--- src/rtl/mem_req_ctrl.sv ---
// mem_req_ctrl: pipeline-to-mem_system request FSM with saturating hit/access counters; WAIT timeout under MEM_REQ_TIMEOUT_EN.
// Latency: resp_valid one cycle after mem_done is sampled; pipe_stall holds the pipeline from accept until RESP/ERR.
module mem_req_ctrl #(
    parameter int TIMEOUT_CYCLES = 64
) (
    input  logic        clk,
    input  logic        rst,
    input  logic        req_rd,
    input  logic        req_wr,
    input  logic [15:0] req_addr,
    input  logic [15:0] req_wdata,
    output logic        pipe_stall,
    output logic        resp_valid,
    output logic [15:0] resp_rdata,
    output logic        err,
    output logic [15:0] mem_addr,
    output logic [15:0] mem_datain,
    output logic        mem_rd,
    output logic        mem_wr,
    input  logic [15:0] mem_dataout,
    input  logic        mem_done,
    input  logic        mem_cachehit,
    input  logic        mem_err,
    output logic [15:0] hit_cnt,
    output logic [15:0] acc_cnt
);

    typedef enum logic [1:0] {
        S_IDLE = 2'd0,
        S_WAIT = 2'd1,
        S_RESP = 2'd2,
        S_ERR  = 2'd3
    } state_t;

    state_t      state_q, state_d;
    logic [15:0] addr_q, addr_d;
    logic [15:0] wdata_q, wdata_d;
    logic        op_wr_q, op_wr_d;
    logic [15:0] rdata_q, rdata_d;
    logic [15:0] hit_cnt_q, hit_cnt_d;
    logic [15:0] acc_cnt_q, acc_cnt_d;

`ifdef MEM_REQ_TIMEOUT_EN
    localparam int TW = $clog2(TIMEOUT_CYCLES + 1);
    logic [TW-1:0] to_cnt_q, to_cnt_d;
`endif

    logic req_any, req_ok;
    logic stall_c, rd_c, wr_c, resp_c, err_c;

    assign req_any = req_rd | req_wr;
    assign req_ok  = (req_rd ^ req_wr) & ~req_addr[0];

    always_comb begin
        state_d   = state_q;
        addr_d    = addr_q;
        wdata_d   = wdata_q;
        op_wr_d   = op_wr_q;
        rdata_d   = rdata_q;
        hit_cnt_d = hit_cnt_q;
        acc_cnt_d = acc_cnt_q;
`ifdef MEM_REQ_TIMEOUT_EN
        to_cnt_d  = to_cnt_q;
`endif
        stall_c   = 1'b0;
        rd_c      = 1'b0;
        wr_c      = 1'b0;
        resp_c    = 1'b0;
        err_c     = 1'b0;

        case (state_q)
            S_IDLE: begin
                // Any request holds the pipeline until its RESP or ERR pulse.
                if (req_any) begin
                    stall_c = 1'b1;
                    if (req_ok) begin
                        addr_d  = req_addr;
                        wdata_d = req_wdata;
                        op_wr_d = req_wr;
                        state_d = S_WAIT;
`ifdef MEM_REQ_TIMEOUT_EN
                        to_cnt_d = '0;
`endif
                    end else begin
                        state_d = S_ERR;
                    end
                end
            end
            S_WAIT: begin
                stall_c = 1'b1;
                rd_c    = ~op_wr_q;
                wr_c    = op_wr_q;
                if (mem_err) begin
                    state_d = S_ERR;
                end else if (mem_done) begin
                    if (!op_wr_q) begin
                        rdata_d = mem_dataout;
                    end
                    if (mem_cachehit && hit_cnt_q != 16'hFFFF) begin
                        hit_cnt_d = hit_cnt_q + 16'd1;
                    end
                    if (acc_cnt_q != 16'hFFFF) begin
                        acc_cnt_d = acc_cnt_q + 16'd1;
                    end
                    state_d = S_RESP;
`ifdef MEM_REQ_TIMEOUT_EN
                end else if (to_cnt_q == TW'(TIMEOUT_CYCLES - 1)) begin
                    state_d = S_ERR;
                end else begin
                    to_cnt_d = to_cnt_q + 1'b1;
`endif
                end
            end
            S_RESP: begin
                resp_c  = 1'b1;
                state_d = S_IDLE;
            end
            S_ERR: begin
                err_c   = 1'b1;
                state_d = S_IDLE;
            end
            default: state_d = S_IDLE;
        endcase
    end

    always_ff @(posedge clk) begin
        if (rst) begin
            state_q   <= S_IDLE;
            addr_q    <= '0;
            wdata_q   <= '0;
            op_wr_q   <= 1'b0;
            rdata_q   <= '0;
            hit_cnt_q <= '0;
            acc_cnt_q <= '0;
`ifdef MEM_REQ_TIMEOUT_EN
            to_cnt_q  <= '0;
`endif
        end else begin
            state_q   <= state_d;
            addr_q    <= addr_d;
            wdata_q   <= wdata_d;
            op_wr_q   <= op_wr_d;
            rdata_q   <= rdata_d;
            hit_cnt_q <= hit_cnt_d;
            acc_cnt_q <= acc_cnt_d;
`ifdef MEM_REQ_TIMEOUT_EN
            to_cnt_q  <= to_cnt_d;
`endif
        end
    end

    // Outputs are forced low while rst is high, before the first reset edge lands.
    assign pipe_stall = ~rst & stall_c;
    assign resp_valid = ~rst & resp_c;
    assign err        = ~rst & err_c;
    assign mem_rd     = ~rst & rd_c;
    assign mem_wr     = ~rst & wr_c;
    assign mem_addr   = (~rst && state_q == S_WAIT) ? addr_q  : 16'h0000;
    assign mem_datain = (~rst && state_q == S_WAIT) ? wdata_q : 16'h0000;
    assign resp_rdata = rst ? 16'h0000 : rdata_q;
    assign hit_cnt    = rst ? 16'h0000 : hit_cnt_q;
    assign acc_cnt    = rst ? 16'h0000 : acc_cnt_q;

endmodule

--- config.mk ---
export PLATFORM = sky130hd
export DESIGN_NAME = mem_req_ctrl
export DESIGN_NICKNAME = d
export VERILOG_FILES = /design/src/rtl/mem_req_ctrl.sv
export SDC_FILE = /design/constraint.sdc
export NUM_CORES = 1
export LEC_CHECK = 0
export ABC_AREA = 0
export BUFFER_PORTS_ARGS = -buffer_cell sky130_fd_sc_hd__buf_4
export CORE_ASPECT_RATIO = 0.6
export CORE_MARGIN = 5
export CORE_UTILIZATION = 49
export CTS_BUF_LIST = sky130_fd_sc_hd__clkbuf_4 sky130_fd_sc_hd__clkbuf_8
export CTS_CLUSTER_DIAMETER = 200
export DETAILED_ROUTE_END_ITERATION = 12
export PLACE_DENSITY = 0.84
export SETUP_SLACK_MARGIN = 0.1
export SYNTH_ARGS = -nofsm -noshare
export SYNTH_HDL_FRONTEND = slang
export SYNTH_SLANG_ARGS = --single-unit
export TNS_END_PERCENT = 10
--- constraint.sdc ---
create_clock -name clk -period 2 [get_ports clk]
set_input_delay 0.2 -clock clk [delete_from_list [all_inputs] [get_ports clk]]
set_output_delay 0.2 -clock clk [all_outputs]
set_load 0.05 [all_outputs]
; ---- Yosys cells after proc, flatten, opt, wreduce, memory -nomap -nowiden
; Index checks and enable logic that the tools add are counted.
[word_totals]
reg_bits = 83
word_cells = 53
output_inout_bits = 85
in_bits = 55
[op_classes]
eq_ne = 7
n_reduce_logical = 9
bitwise = 12
n_mux = 16
addsub = 2
[op_table]
columns = cell, count
row1 = $mux 16, 5
row2 = $add 16x1->16 const B, 2
row3 = $ne 16x16->1 const B, 2
row4 = $reduce_and 4->1, 3
row5 = $mux 2, 4
row6 = $and 1x1->1, 6
row7 = $pmux 2 s3, 1
row8 = $mux 1, 5
row9 = $eq 2x2->1 const B, 2
row10 = $not 1->1, 4
row11 = $ne 3x3->1 const B, 1
row12 = $reduce_and 3->1, 1
row13 = $eq 2x1->1 const B, 1
row14 = $logic_and 1x1->1, 2
row15 = $logic_not 2->1, 1
row16 = $ne 2x2->1 const B, 1
row17 = $pmux 1 s2, 1
row18 = $reduce_and 2->1, 1
row19 = $reduce_or 2->1, 1
row20 = $or 1x1->1, 1
row21 = $xor 1x1->1, 1

; ---- Longest topological paths before layout
[depth]
word_depth = 5
ltp_mapped = 8
depth_no_buf = 6

; ---- Worst setup path before layout
; No wires, ideal clock.
[synth_path]
path_type = input -> output
from = in rst
to = out mem_rd
stages = 4
slack_ps = -435
n_path_buf = 3
required_time_ps = 1800
arrival_ps = 2235
cell_sequence = clkbuf_1 clkbuf_1 buf_1 nor4_1
[synth_between]
elab_chain_cells = 2
[synth_lines]
columns = item, line_no
row1 = start: declaration, 7  ; input logic rst,
row2 = $not 1->1, 156  ; assign mem_rd = ~rst & rd_c;
row3 = $and 1x1->1, 156
row4 = end: declaration, 18  ; output logic mem_rd,
; No other way between the ends.

; ---- Worst setup path in the final report
[layout_path]
from = reg state_q[0]
to = out mem_addr[2]
[layout_between]
elab_chain_cells = 3
[layout_lines]
columns = item, line_no
row1 = start: declaration, 35  ; state_t state_q, state_d;
row2 = start signal: assignment, 139  ; state_q <= state_d;
row3 = $eq 2x1->1, 158  ; assign mem_addr = (~rst && state_q == S_WAIT) ? addr_q : 16'h0000;
row4 = $logic_and 1x1->1, 158
row5 = $mux 16, 158
row6 = end: declaration, 16  ; output logic [15:0] mem_addr,
; No other way between the ends.

==> results.yml <==
cts:
  cts.clk_slew.worst_paths_ns: 0.08
  cts-root-buf: "clkbuf_8"
  cts.sinks: 83
  clock_path_buffers: 2
  clkLatencyLatePin_ns: 0.36
  cts_made_buffers: 9
  htree_levels: 3
  cts_tree: "yes"
finish:
  finalInstanceArea_um2: 5800
  antenna_cells: 0
  finalNetCount: 709
  multi_input_area_um2: 2310
  nFillCells: 635
  drive_above_1_share_pct: 36.3
  fin_util_pct: 72.8
  area_growth_pct: 43.2
  regArea_um2: 1660
timing:
  setup_viol_count_final: 0
  worst_slew_pin_slew_ns: 0.591
  fin_skew_ns: 0.00488
  fin_hold_ws_ns: 0.0825
  rsz0062_at_grt: "true"
  fmax_mhz: 520
  slew-limit-headroom_pct: 60.6
  fin_crit_ns: 1.92
  maxSlewViolCount: 0
  hold_viol: 0
  post-route-period-util_pct: 96.1
setup_path:
  crit_end: "mem_addr[2]"
  r2r-start: "state_q[0]"
  startpoint: "state_q[0]"
  critPathMaxFanout: 8
  crit_arrival_ns: 1.72
  critical_path_class: "flop to output pin"
  cp-start-kind: "flop"
  ff2ff_setup_slack_ns: 0.19
  r2r-end: "hit_cnt_q[13]"
  required_ns: 1.80
  worstSetupEndpointType: "output pin"
  reg2reg_depth: 6
detailed_routing:
  via_per_inst: 5.32
  wl_per_cell_um: 15.2
  via_count: 4061
  ant_nets: 0
  dr.pass1.iters: 4
  drc: 0
  finalWirelength_um: 11600
  initialDrtViolationCount: 301
hold_path:
  min_path_type: "input pin to flop"
  hold_depth: 3
placement:
  place.gp.congestion: 0.892
  port-buffer-count: 139
  dp_hpwl_um: 8030
  placed_area_um2: 5220
floorplan:
  die_x_um: 127
  num_rows: 25
  design.die.area_um2: 10200
  io_pins: 140
  start_util_pct: 50.8
  die_y_um: 80.4
  core_um2: 7980
synth:
  ys_types: 42
  synthCells: 514
  yosys_register_bits: 83
  synth_edf_count: 0
  yosys_warnings: 0
  netlist_area_um2: 4050
  synth-seq-area-share_pct: 41.0
  ys.flop_type: "dfxtp_1"
  async_flop_share_pct: 0
  syn_nets: 572
  synth_area_per_cell_um2: 7.88
global_route:
  grt_max_degree: 53
  grt_pass1_vias: 4024
  grt_remaining_overflow: 0
  track_usage_pct: 22.5
  grt_pass1_wl_um: 18800
  antenna_found_initial: 0
power_and_ir_drop:
  p_leak_nw: 2.43
  p_per_area_nw_per_um2: 610
  ir_drop_uv: 535
job:
  cap_violations: 0
status:
  outcome: "completed"
==> critical path, stage by stage (launching register included) <==
cell and delay [ns]:
dfxtp_2 0.34, buf_6 0.11, clkinvlp_4 0.09, nor3_4 0.25, buf_6 0.15, buf_8 0.13, and2_4 0.15, buf_8 0.14
==> through the flow <==
stage / power, mW / std cells / setup TNS (ns) / setup slack [ns]
6_report: 3.54 / 764 / 0 / 0.0785
5_1_grt: 3.69 / 764 / -0.934 / -0.0461
4_1_cts: 3.55 / 764 / 0 / 0.0467
3_5_place_dp: 2.15 / 741 / 0 / 0.143
3_3_place_gp: 2.13 / 741 / 0 / 0.232
2_1_floorplan: 1.98 / 514 / -0.524 / -0.168
==> cells by family (layout without fill, tap and decap cells) <==
kind of cell / count (synthesis) / after routing / synth area share [%]
buf+inv: 45 / 187 / 4.45
simple gates: 284 / 284 / 36.7
flops: 83 / 83 / 41.0
fa+ha+maj: 3 / 3 / 0.926
mux: 24 / 24 / 6.67
compound gates: 75 / 75 / 10.2
==> per-layer routing <==
metal / wire [um] / track usage, % / share of wire (%) / vias to the layer above
li1: - / - / - / 2001
met1: 4890 / 27.6 / 42 / 1897
met2: 5450 / 37.0 / 47 / 148
met3: 1090 / 8.70 / 9.4 / 15
met4: 155 / 6.42 / 1.3 / 0
met5: 0 / 0 / 0 / -
==> area by class of cell <==
| class | count | share of cell area [%] |
|---|---|---|
| inverters | 11 | 0.776 |
| multi-input cells | 386 | 39.7 |
| flip-flops and latches | 83 | 28.6 |
| clock buffers | 12 | 2.74 |
| clock inverters | 4 | 1.25 |
| repair buffers | 160 | 24.5 |
| well taps | 108 | 2.33 |
==> Yosys cell counts (8+ instances only) <==
cell,n,area share [%]
nor2b_1,48,7.4
inv_1,11,1.0
clkbuf_1,22,2.0
nand4_1,8,1.2
nand2_1,105,9.7
dfxtp_1,83,41
nor2_1,30,2.8
and2_1,36,5.6
a21oi_1,60,7.4
mux2_2,24,6.7
nand3_1,11,1.4
nor3_1,8,0.99
==> sequential cells by signal (all words and copies together) (netlist names) <==
name and count:
acc_cnt_q 16, addr_q 16, hit_cnt_q 16, op_wr_q 1, rdata_q 16, state_q 2
wdata_q 16
==> worst min-delay path by stage <==
stage	to	start
2_1_floorplan	state_q[0]	mem_err
3_3_place_gp	rdata_q[6]	rdata_q[6]
3_5_place_dp	wdata_q[14]	wdata_q[14]
4_1_cts	wdata_q[12]	req_wdata[12]
5_1_grt	addr_q[3]	req_addr[3]
6_report	wdata_q[6]	req_wdata[6]
==> cells in the final DEF (no fill, tap or decap), types with 3 or more instances in the layout <==
cell      instances
and3_1            4
and2_4           25
mux2_2           24
nor4_1            5
nand3_1          11
a21oi_1          60
clkbuf_8         11
and2_1           11
o31ai_1           3
buf_8            28
nand2_1         105
nor2_1           30
inv_1            10
nand4_1           8
nor3_1            7
or4_1             4
buf_4           129
dfxtp_1          82
buf_6             3
nor3b_1           6
ha_1              3
or3_1             3
nor2b_1          48
a211oi_1          4
==> report_power, final <==
group | internal (mW) | switching (mW) | leakage (nW)
logic | 0.190 | 0.254 | 1.64
registers | 1.69 | 0.0238 | 0.672
clock network | 0.783 | 0.598 | 0.116
total | 2.67 | 0.875 | 2.43
==> what timing repair did <==
item,in CTS,in global routing
pin swaps,1,25
setup endpoints to repair,33,38
gates cloned,3,0
hold endpoints to repair,0,0
resized for setup,48,46
setup buffers,4,0
hold buffers,0,0
Power figures use the tool's default switching activity.
